**src/rtl/eth_led_frame_sink.sv**
```systemverilog
// Ethernet payload sink for an LED matrix: filters frames by EtherType/MAC, parses a
// 3-byte preamble (swap flag + start index) and streams pixels into a framebuffer port.
module eth_led_frame_sink #(
    parameter int          NUM_PIXELS  = 2048,
    parameter int          ADDR_WIDTH  = $clog2(NUM_PIXELS),
    parameter int          PIXEL_BYTES = 3,
    parameter logic [15:0] ETH_TYPE    = 16'h88B5,
    parameter logic [47:0] LOCAL_MAC   = 48'h02_00_00_00_00_01,
    parameter int          CNT_WIDTH   = 16
) (
    input  logic                     clk,
    input  logic                     rst,
    input  logic                     s_eth_hdr_valid,
    output logic                     s_eth_hdr_ready,
    input  logic [47:0]              s_eth_dest_mac,
    input  logic [15:0]              s_eth_type,
    input  logic [7:0]               s_eth_payload_axis_tdata,
    input  logic                     s_eth_payload_axis_tvalid,
    output logic                     s_eth_payload_axis_tready,
    input  logic                     s_eth_payload_axis_tlast,
    input  logic                     s_eth_payload_axis_tuser,
    output logic                     fb_wr_en,
    output logic [ADDR_WIDTH-1:0]    fb_wr_addr,
    output logic [8*PIXEL_BYTES-1:0] fb_wr_data,
    output logic                     fb_swap,
    output logic                     frame_done,
    output logic                     frame_err,
    output logic [CNT_WIDTH-1:0]     frames_ok,
    output logic [CNT_WIDTH-1:0]     frames_bad
);

    localparam int                  PIX_W     = 8 * PIXEL_BYTES;
    localparam logic [47:0]         BCAST_MAC = 48'hFFFF_FFFF_FFFF;
    localparam logic [ADDR_WIDTH:0] ADDR_END  = (ADDR_WIDTH + 1)'(NUM_PIXELS);
    localparam logic [1:0]          LAST_BYTE = 2'(PIXEL_BYTES - 1);

    typedef enum logic [1:0] {IDLE, PRE, PIX, DROP} state_t;

    state_t                state;
    logic [1:0]            pre_cnt;
    logic [1:0]            byte_cnt;
    logic                  swap_req;
    logic                  range_err;
    logic [7:0]            idx_hi;
    logic [ADDR_WIDTH:0]   addr;
    logic [PIX_W-1:0]      pix;

    logic                  hdr_match;
    logic                  beat;
    logic [15:0]           idx;
    logic [PIX_W-1:0]      pix_next;

    function automatic logic [CNT_WIDTH-1:0] sat_inc(input logic [CNT_WIDTH-1:0] v);
        return (&v) ? v : v + CNT_WIDTH'(1);
    endfunction

    assign hdr_match = (s_eth_type == ETH_TYPE) &&
                       ((s_eth_dest_mac == LOCAL_MAC) || (s_eth_dest_mac == BCAST_MAC));
    assign beat      = s_eth_payload_axis_tvalid && s_eth_payload_axis_tready;
    assign idx       = {idx_hi, s_eth_payload_axis_tdata};
    // Newest byte enters at the LSB end, so the first byte of a pixel ends up as its MSB.
    assign pix_next  = PIX_W'({pix, s_eth_payload_axis_tdata});

    always_ff @(posedge clk or posedge rst) begin
        if (rst) begin
            state                     <= IDLE;
            s_eth_hdr_ready           <= 1'b0;
            s_eth_payload_axis_tready <= 1'b0;
            fb_wr_en                  <= 1'b0;
            fb_wr_addr                <= '0;
            fb_wr_data                <= '0;
            fb_swap                   <= 1'b0;
            frame_done                <= 1'b0;
            frame_err                 <= 1'b0;
            frames_ok                 <= '0;
            frames_bad                <= '0;
            pre_cnt                   <= '0;
            byte_cnt                  <= '0;
            swap_req                  <= 1'b0;
            range_err                 <= 1'b0;
            idx_hi                    <= '0;
            addr                      <= '0;
            pix                       <= '0;
        end else begin
            fb_wr_en   <= 1'b0;
            fb_swap    <= 1'b0;
            frame_done <= 1'b0;
            frame_err  <= 1'b0;

            case (state)
                IDLE: begin
                    s_eth_hdr_ready <= 1'b1;
                    if (s_eth_hdr_valid && s_eth_hdr_ready) begin
                        s_eth_hdr_ready           <= 1'b0;
                        s_eth_payload_axis_tready <= 1'b1;
                        pre_cnt                   <= '0;
                        range_err                 <= 1'b0;
                        swap_req                  <= 1'b0;
                        state                     <= hdr_match ? PRE : DROP;
                    end
                end

                PRE: begin
                    if (beat) begin
                        pre_cnt <= pre_cnt + 2'd1;
                        case (pre_cnt)
                            2'd0:    swap_req <= s_eth_payload_axis_tdata[0];
                            2'd1:    idx_hi   <= s_eth_payload_axis_tdata;
                            default: begin
                                addr     <= (ADDR_WIDTH + 1)'(idx);
                                byte_cnt <= '0;
                            end
                        endcase
                        if (s_eth_payload_axis_tlast) begin
                            frame_err                 <= 1'b1;
                            frames_bad                <= sat_inc(frames_bad);
                            s_eth_payload_axis_tready <= 1'b0;
                            s_eth_hdr_ready           <= 1'b1;
                            state                     <= IDLE;
                        end else if (pre_cnt == 2'd2) begin
                            if ({16'd0, idx} >= 32'(NUM_PIXELS)) begin
                                range_err <= 1'b1;
                                state     <= DROP;
                            end else begin
                                state <= PIX;
                            end
                        end
                    end
                end

                PIX: begin
                    if (beat) begin
                        pix <= pix_next;
                        if (byte_cnt == LAST_BYTE) begin
                            byte_cnt <= '0;
                            // Pixels past the end of the buffer are silently dropped.
                            if (addr < ADDR_END) begin
                                fb_wr_en   <= 1'b1;
                                fb_wr_addr <= addr[ADDR_WIDTH-1:0];
                                fb_wr_data <= pix_next;
                                addr       <= addr + (ADDR_WIDTH + 1)'(1);
                            end
                        end else begin
                            byte_cnt <= byte_cnt + 2'd1;
                        end
                        if (s_eth_payload_axis_tlast) begin
                            if ((byte_cnt != LAST_BYTE) || s_eth_payload_axis_tuser) begin
                                frame_err  <= 1'b1;
                                frames_bad <= sat_inc(frames_bad);
                            end else begin
                                frame_done <= 1'b1;
                                frames_ok  <= sat_inc(frames_ok);
                                fb_swap    <= swap_req;
                            end
                            s_eth_payload_axis_tready <= 1'b0;
                            s_eth_hdr_ready           <= 1'b1;
                            state                     <= IDLE;
                        end
                    end
                end

                DROP: begin
                    if (beat && s_eth_payload_axis_tlast) begin
                        // Filter misses are dropped quietly; only a bad start index is an error.
                        if (range_err) begin
                            frame_err  <= 1'b1;
                            frames_bad <= sat_inc(frames_bad);
                        end
                        s_eth_payload_axis_tready <= 1'b0;
                        s_eth_hdr_ready           <= 1'b1;
                        state                     <= IDLE;
                    end
                end

                default: state <= IDLE;
            endcase
        end
    end

endmodule

```
**config.mk**
```make
export PLATFORM = sky130hd
export DESIGN_NAME = eth_led_frame_sink
export DESIGN_NICKNAME = d
export VERILOG_FILES = /design/src/rtl/eth_led_frame_sink.sv
export SDC_FILE = /design/constraint.sdc
export NUM_CORES = 1
export LEC_CHECK = 0
export CORE_MARGIN = 4
export CORE_UTILIZATION = 52
export DETAILED_ROUTE_END_ITERATION = 6
export PLACE_DENSITY = 0.89
export SYNTH_ARGS = -nofsm -noshare
export SYNTH_HDL_FRONTEND = slang
export SYNTH_SLANG_ARGS = --single-unit
```
**constraint.sdc**
```tcl
create_clock -name clk -period 8 [get_ports clk]
set_clock_uncertainty 0.15 [all_clocks]
set_input_delay 0.8 -clock clk [delete_from_list [all_inputs] [get_ports clk]]
set_output_delay 0.8 -clock clk [all_outputs]
set_load 0.05 [all_outputs]
```
==> results.toml, run 1 <==
[place]
place_inst = 756
place_hpwl_um = 10300
dp_slack_ns = 4.68
port_buffers = 150
place_congestion = 0.908

[layout]
instances_no_fill = 788
syn2layout_area_growth_pct = 41.1
drive_gt1_frac = 0.167
fin_nets = 727
antenna_cells = 0
final_util = 0.747

[setup_path]
cp_max_fo = 37
worstReg2RegEnd = "fb_wr_addr[0]"
required_ns = 8.24
ff2ff_setup_slack_ns = 4.78
worstSetupStartpointType = "flop"
r2r_start = "state[0]"
critPathCaptureType = "flop"
cp.arrival_ns = 3.46
worst_r2r_path_depth = 6
path_class = "reg2reg"

[clock_network]
insertion_delay_ns = 0.52
cts-buffers-inserted = 17
cts_setup_buffers = 0
cts_tree = "built"
cts_resized = 0
clock-root-buffer = "clkbuf_8"
cts_max_path_buffers = 2
clkTransAtPathRegs_ns = 0.06
hold_buffers = 0
clock_sinks = 117
htreeDepth = 4

[hold_path]
hold-path-cell-count = 1
hold-path-endpoint = "frames_bad[11]"
worstHoldStart = "frames_bad[11]"
hp-class = "reg2reg"

[floorplan]
core_um2 = 10300
io_pins = 151
rows = 37
fp.dieArea_um2 = 12200
fp.dieH_um = 110
die_x_um = 110
initial_utilization = 0.530

[power_and_ir_drop]
power_density_nw_per_um2 = 186
ir_drop_v = 0.000153
p_leak_nw = 3.38

[synth]
syn_area_um2 = 5440
synth-async-reset-ratio = 1.00
yosysTopAreaCellShare = 0.538
netlist_top_cells_count = "dfrtp_1 (117), mux2_2 (62), nand2_1 (32)"
synth_seq_cells = 117
yosysMostFrequentCell = "dfrtp_1"
ys_top_cells_by_area = "dfrtp_1 (54%), mux2_2 (13%), nand4_1 (3.2%)"
ys_seq_area_frac = 0.538
synth_fp_nets = 569
synth_cells = 481
yosysUniqueCellTypes = 48
syn_area_per_cell_um2 = 11.3
yosysWarningCount = 0
synth_top_area_cell = "dfrtp_1"
synth_edf_count = 0
synth_flop_cell = "dfrtp_1"

[grt]
grtUsageTotal = 0.243
antenna_found_initial = 1
grtUsageMet2 = 0.445
met1_usage = 0.263
gr-total-overflow = 0
grt_max_degree = 80
first_global_vias = 4692
grt_util_met3 = 0.0722
grt_pass1_wl_um = 22600
busiest_layer = "met2"

[routing]
drtIter0Drc = 265
viasPerCell = 5.80
dr.pass1.iters = 4
vias = 4574
wirelength_um = 14200
drtAntennaViolNets = 0
avgRoutedWirePerCell_um = 18.1
drc = 0

[flow_run]
drv_cap = 0

[timing]
setup_slack_ns = 4.78
min_period_ns = 3.22
fin_setup_tns_ns = 0
slew_violations = 0
rsz0062_at_grt = "no"
post-route-period-util = 0.403
maxSlewHeadroom = 0.361
setup_viol = 0
hold_viol = 0
hold_ws_ns = 0.347
max_freq_ghz = 0.311
tightest_slew_ns = 0.959

[outcome]
outcome = "completed"
==> sequential cells by signal, summed over array words and instances, names as in the netlist <==
signal / flops
fb_wr_data: 24
frames_bad: 16
frames_ok: 16
pix: 16
addr: 12
fb_wr_addr: 11
idx_hi: 8
byte_cnt: 2
pre_cnt: 2
state: 2
fb_swap: 1
fb_wr_en: 1
frame_done: 1
frame_err: 1
range_err: 1
s_eth_hdr_ready: 1
s_eth_payload_axis_tready: 1
swap_req: 1
==> worst max-delay path, cell delays in order (launching register included) <==
cell,delay [ns]
dfrtp_1,0.40
inv_1,0.11
ha_1,0.74
nand2_1,0.67
or2_1,0.40
buf_4,0.26
mux2_2,0.34
==> cell type report <==
type,instances,area [um2]
multi-input combinational,333,2380
clock buffer,17,414
fill,721,2600
inverter,17,66.3
clock inverter,15,191
sequential,117,2930
tap,136,170
timing repair buffer,153,1520
==> cells by family after synthesis <==
kind of cell,count (synthesis),synth area share
muxes,63,0.130
AOI/OAI and AO/OA,54,0.0600
and+or+nand+nor,176,0.177
DFF,117,0.538
adders and majority gates,10,0.0230
buffers and inverters,31,0.0239
xor gates and xnor gates,30,0.0483
==> metal layers <==
metal / up-vias / wire length, um
met5: - / 20
met4: 2 / 441
met3: 40 / 989
met2: 197 / 7590
met1: 2253 / 5200
li1: 2082 / -
==> power breakdown <==
part | switching (mW) | internal [mW] | total (mW)
Sequential | 0 | 0.592 | 0.592
Combinational | 0.0262 | 0.0359 | 0.0621
Clock | 0.291 | 0.482 | 0.773
==> worst max path at each step <==
| stage | startpoint | endpoint | slack (ns) | cells after the start |
|---|---|---|---|---|
| CTS | state[0] | fb_wr_data[15] | 4.80 | 6 |
| finish | state[0] | fb_wr_addr[0] | 4.78 | 6 |
| global placement | s_eth_payload_axis_tvalid | fb_wr_addr[4] | 4.76 | 6 |
| floorplan | rst | addr[0] | 3.95 | 1 |
| detailed placement | s_eth_payload_axis_tvalid | fb_wr_data[15] | 4.68 | 6 |
| global route | state[0] | fb_wr_data[15] | 4.63 | 6 |
==> cell usage in the layout, fill, tap and decap left out, drive strengths merged, types with 3 or more instances in the layout <==
master	count
mux2	62
nand4	28
a21oi	17
o21ai	17
clkbuf	17
clkdlybuf4s50	150
nand2	33
nand3	26
buf	3
or2	3
or4	3
ha	10
and3	5
o22ai	8
nand3b	3
nor2	24
or3b	3
xor2	18
clkinvlp	3
inv	24
xnor2	12
nor4	22
bufinv	3
nor3	15
dfrtp	117
==> stage by stage <==
stage               area, um2  total power [mW]
floorplan                5440             0.615
global placement         7070             0.664
detailed placement       7070             0.665
CTS                      7680              1.43
global route             7680              1.47
finish                   7680              1.43
Note: power is estimated with default switching activity, not from simulation.
==> inputs of run 2 (changes only) <==
--- a/config.mk
+++ b/config.mk
@@ -6,9 +6,9 @@
 export NUM_CORES = 1
 export LEC_CHECK = 0
 export CORE_MARGIN = 4
-export CORE_UTILIZATION = 52
+export CORE_UTILIZATION = 48
 export DETAILED_ROUTE_END_ITERATION = 6
-export PLACE_DENSITY = 0.89
+export PLACE_DENSITY = 0.83
 export SYNTH_ARGS = -nofsm -noshare
 export SYNTH_HDL_FRONTEND = slang
 export SYNTH_SLANG_ARGS = --single-unit
==> constraint.sdc (replaced) <==
create_clock -name clk -period 3.2 [get_ports clk]
set_clock_uncertainty 0.15 [all_clocks]
set_input_delay 0.32 -clock clk [delete_from_list [all_inputs] [get_ports clk]]
set_output_delay 0.32 -clock clk [all_outputs]
set_load 0.05 [all_outputs]
==> results.toml, run 2 (synthesis gave the netlist of run 1 again) <==
[clock_network]
insertion_delay_ns = 0.41
clkTransAtPathRegs_ns = 0.05
cts_tree = "built"
htreeDepth = 4
clock-root-buffer = "clkbuf_16"
cts_resized = 0
cts-buffers-inserted = 17
cts_max_path_buffers = 2
cts_setup_buffers = 0
hold_buffers = 0
clock_sinks = 117

[layout]
register_area_um2 = 2930
instances_no_fill = 795
stdcell_area_um2 = 7730
drive_gt1_frac = 0.166
fill_cells = 763
fin_nets = 731
final_cell_mix = "clkdlybuf4s50_1 (150), dfrtp_1 (117), mux2_2 (62), nand2_1 (32), nand4_1 (28)"
final_util = 0.704
syn2layout_area_growth_pct = 42.1
largest_reg_flops = 24
final_common_cell = "clkdlybuf4s50_1"
antenna_cells = 0
multi_input_area_um2 = 2380
top_register = "fb_wr_data"

[place]
place_hpwl_um = 10000
port_buffers = 150
placed_area_um2 = 7120
place_congestion = 0.993
place_inst = 764

[timing]
hold_viol = 0
fin_setup_tns_ns = 0
min_period_ns = 2.58
post-route-period-util = 0.806
maxSlewHeadroom = 0.450
slew_violations = 0
setup_viol = 0
tightest_slew_ns = 0.817
max_freq_ghz = 0.388
rsz0062_at_grt = "no"
hold_ws_ns = 0.111

[setup_path]
worstSetupPathDepth = 8
critPathCaptureType = "flop"
required_ns = 3.38
cp_num_buf_inv = 2
cp.arrival_ns = 2.76
slowest_stage = "nor4_1"
cpLargestDelayFamily = "simple AND/OR/NAND/NOR gates"
slowest_delay_ns = 0.40
cp_max_fo = 25
path_class = "reg2reg"
worst_r2r_path_depth = 8
worstSetupStartpointType = "flop"
worstPathCellList = "inv_1 -> ha_1 -> buf_4 -> or2_2 -> o22ai_1 -> nand3_2 -> nor4_1 -> xor2_1"

[floorplan]
rows = 38
die_x_um = 114
fp.dieArea_um2 = 13100
io_pins = 151
core_um2 = 11000
fp.dieH_um = 114
initial_utilization = 0.496

[routing]
drtIter0Drc = 228
dr.pass1.iters = 5
avgRoutedWirePerCell_um = 17.0
drtAntennaViolNets = 0
viasPerCell = 5.69
drc = 0
wirelength_um = 13500
vias = 4525

[grt]
grt_pass1_wl_um = 22300
antenna_found_initial = 0
busiest_layer = "met2"
first_global_vias = 4729
grt_util_met3 = 0.0745
gr-total-overflow = 0
grtUsageTotal = 0.215
grt_max_degree = 52
grtUsageMet2 = 0.372
met1_usage = 0.238

[power_and_ir_drop]
internal_power_mw = 2.88
seqPwrFrac = 0.414
p_switching_uw = 697
ir_drop_v = 0.000302
power_density_nw_per_um2 = 462
p_sw_frac = 0.195
p_leak_nw = 3.41
combPwrFrac = 0.044
pwr-share-clk = 0.541

[flow_run]
drv_cap = 0

[outcome]
outcome = "completed"

[hold_path]
hp-class = "in2async"
==> run 2: changes by cell type in the layout (fill, tap and decap cells not counted), moves of 3 or more <==
cell,before,now
inv_6,7,0
buf_4,3,6
clkbuf_1,0,3
clkbuf_8,1,4
==> run 2: final timing paths <==
path	from	endpoint	slack, ns
setup / recovery	state[0]	frames_bad[9]	0.62
hold / removal	rst	fb_wr_data[22]	0.11
setup reg to reg	state[0]	frames_bad[9]	0.62
hold reg to reg	fb_wr_addr[9]	fb_wr_addr[9]	0.32
max in group asynchronous	rst	addr[3]	2.13
min in group clk	fb_wr_addr[9]	fb_wr_addr[9]	0.32
==> run 2: metrics by stage <==
step / setup slack [ns] / power, mW
after floorplan: 0.841 / 1.54
after global placement: 0.734 / 1.66
after detailed placement: 0.614 / 1.67
after CTS: 0.651 / 3.61
after global routing: 0.480 / 3.70
final: 0.621 / 3.57
==> run 2: cell type report <==
| cell class | instances | share of cell area |
|---|---|---|
| clock buffer | 24 | 0.0636 |
| clock inverter | 7 | 0.0155 |
| inverter | 17 | 0.00874 |
| multi-input combinational | 333 | 0.308 |
| sequential | 117 | 0.379 |
| tap | 140 | 0.0227 |
| timing repair buffer | 157 | 0.203 |
==> run 2: routing by layer <==
layer,vias to the layer above,part of all wire
li1,2088,-
met1,2202,0.38
met4,0,0.027
met2,205,0.52
met5,-,0
met3,30,0.078
==> run 2: power groups by stage <==
stage	logic [mW]	clock network, mW	registers (mW)
2_1_floorplan	0.0319	0	1.51
4_1_cts	0.161	1.96	1.48
5_1_grt	0.172	2.05	1.48
3_3_place_gp	0.155	0	1.51
3_5_place_dp	0.161	0	1.51
6_report	0.159	1.93	1.48
==> inputs of run 3 (changes only) <==
--- a/config.mk
+++ b/config.mk
@@ -6,9 +6,9 @@
 export NUM_CORES = 1
 export LEC_CHECK = 0
 export CORE_MARGIN = 4
-export CORE_UTILIZATION = 48
+export CORE_UTILIZATION = 44
 export DETAILED_ROUTE_END_ITERATION = 6
-export PLACE_DENSITY = 0.83
+export PLACE_DENSITY = 0.8
 export SYNTH_ARGS = -nofsm -noshare
 export SYNTH_HDL_FRONTEND = slang
 export SYNTH_SLANG_ARGS = --single-unit
==> constraint.sdc (replaced) <==
create_clock -name clk -period 2.1 [get_ports clk]
set_clock_uncertainty 0.15 [all_clocks]
set_input_delay 0.21 -clock clk [delete_from_list [all_inputs] [get_ports clk]]
set_output_delay 0.21 -clock clk [all_outputs]
set_load 0.05 [all_outputs]
==> results.toml, run 3 (synthesis gave the netlist of run 1 again) <==
[layout]
fin_nets = 774
final_common_cell = "clkdlybuf4s50_1"
final_util = 0.710
top_register = "fb_wr_data"
syn2layout_area_growth_pct = 57.2
stdcell_area_um2 = 8560
largest_reg_flops = 24
drive_gt1_frac = 0.311
instances_no_fill = 866
final_cell_mix = "clkdlybuf4s50_1 (148), dfrtp_1 (102), mux2_2 (61), buf_4 (36), nand2_1 (32)"
antenna_cells = 0

[floorplan]
rows = 40
fp.dieH_um = 119
fp.dieArea_um2 = 14200
die_x_um = 119
io_pins = 151
core_um2 = 12100
initial_utilization = 0.451

[clock_network]
cts_tree = "built"
cts-buffers-inserted = 17
cts_max_path_buffers = 2
clock_sinks = 117
insertion_delay_ns = 0.41
htreeDepth = 4
clock-root-buffer = "clkbuf_16"
clkTransAtPathRegs_ns = 0.06
hold_buffers = 0

[place]
place_hpwl_um = 10600
place_congestion = 0.955
place_inst = 826
placed_area_um2 = 7510
port_buffers = 150
dp_slack_ns = -0.149

[setup_path]
cp_max_fo = 6
path_class = "reg2reg"
worstSetupStartpointType = "flop"
required_ns = 2.24
critPathCaptureType = "flop"
cp.arrival_ns = 2.33

[power_and_ir_drop]
power_density_nw_per_um2 = 654
p_total_mw = 5.60
p_leak_nw = 3.77
ir_drop_v = 0.000540

[routing]
drtAntennaViolNets = 0
wirelength_um = 15300
drc = 0
viasPerCell = 5.47
drtIter0Drc = 288
dr.pass1.iters = 5
vias = 4734
avgRoutedWirePerCell_um = 17.7

[outcome]
outcome = "finished, violations left"
violations = "negative setup slack"

[timing]
fin_setup_tns_ns = -0.532
hold_viol = 0
rsz0062_at_grt = "yes"
post-route-period-util = 1.04
slew_violations = 0
hold_ws_ns = 0.0475
maxSlewHeadroom = 0.630
min_period_ns = 2.19
setup_slack_ns = -0.0879
tightest_slew_ns = 0.553
setup_viol = 18
max_freq_ghz = 0.457

[grt]
grtUsageTotal = 0.214
gr-total-overflow = 0
antenna_found_initial = 0
grt_max_degree = 42
first_global_vias = 5065
grt_pass1_wl_um = 24400

[flow_run]
drv_cap = 0

[hold_path]
hp-class = "in2async"
==> run 3: what timing repair did <==
item / CTS / global route
setup buffers: 1 / 6
gates cloned: 0 / 2
setup endpoints to repair: 25 / 68
resized for setup: 20 / 67
pin swaps: 6 / 25
==> run 3: metal layers <==
| layer | global-route usage | wire length [um] | vias up |
|---|---|---|---|
| met2 | 0.367 | 7880 | 213 |
| met3 | 0.0613 | 1050 | 40 |
| met1 | 0.249 | 5920 | 2297 |
| li1 | - | - | 2184 |
| met5 | 0 | 0 | - |
| met4 | 0.0927 | 446 | 0 |
==> run 3: final timing paths <==
| path | from | end | slack, ns | cells past startpoint |
|---|---|---|---|---|
| max | state[0] | frames_bad[1] | -0.09 | 9 |
| min | rst | frames_ok[2] | 0.05 | 2 |
| max reg2reg | state[0] | frames_bad[1] | -0.09 | 9 |
| min reg2reg | frames_bad[11] | frames_bad[11] | 0.33 | 1 |
| max in group asynchronous | rst | pix[7] | 1.19 | 3 |
| min in group clk | s_eth_hdr_valid | s_eth_payload_axis_tready | 0.31 | 3 |
==> run 3: critical path, stage by stage, from the launching register on <==
cell	delay [ns]
dfrtp_1	0.38
buf_4	0.15
ha_4	0.16
buf_4	0.16
nor2b_4	0.14
nor3_2	0.18
buf_4	0.17
nand3_4	0.14
buf_6	0.17
mux2_4	0.29
==> run 3: area by class of cell <==
class | count | area [um2]
Fill cell | 788 | 3500
Sequential cell | 117 | 2950
Inverter | 17 | 67.6
Tap cell | 168 | 210
Multi-Input combinational cell | 333 | 2720
Clock buffer | 22 | 484
Timing Repair Buffer | 200 | 1980
Clock inverter | 9 | 149
==> run 3: power breakdown <==
group / switching, mW / total (mW) / internal (mW)
Clock: 0.986 / 3.08 / 2.10
Sequential: 0 / 2.26 / 2.26
Combinational: 0.105 / 0.259 / 0.154
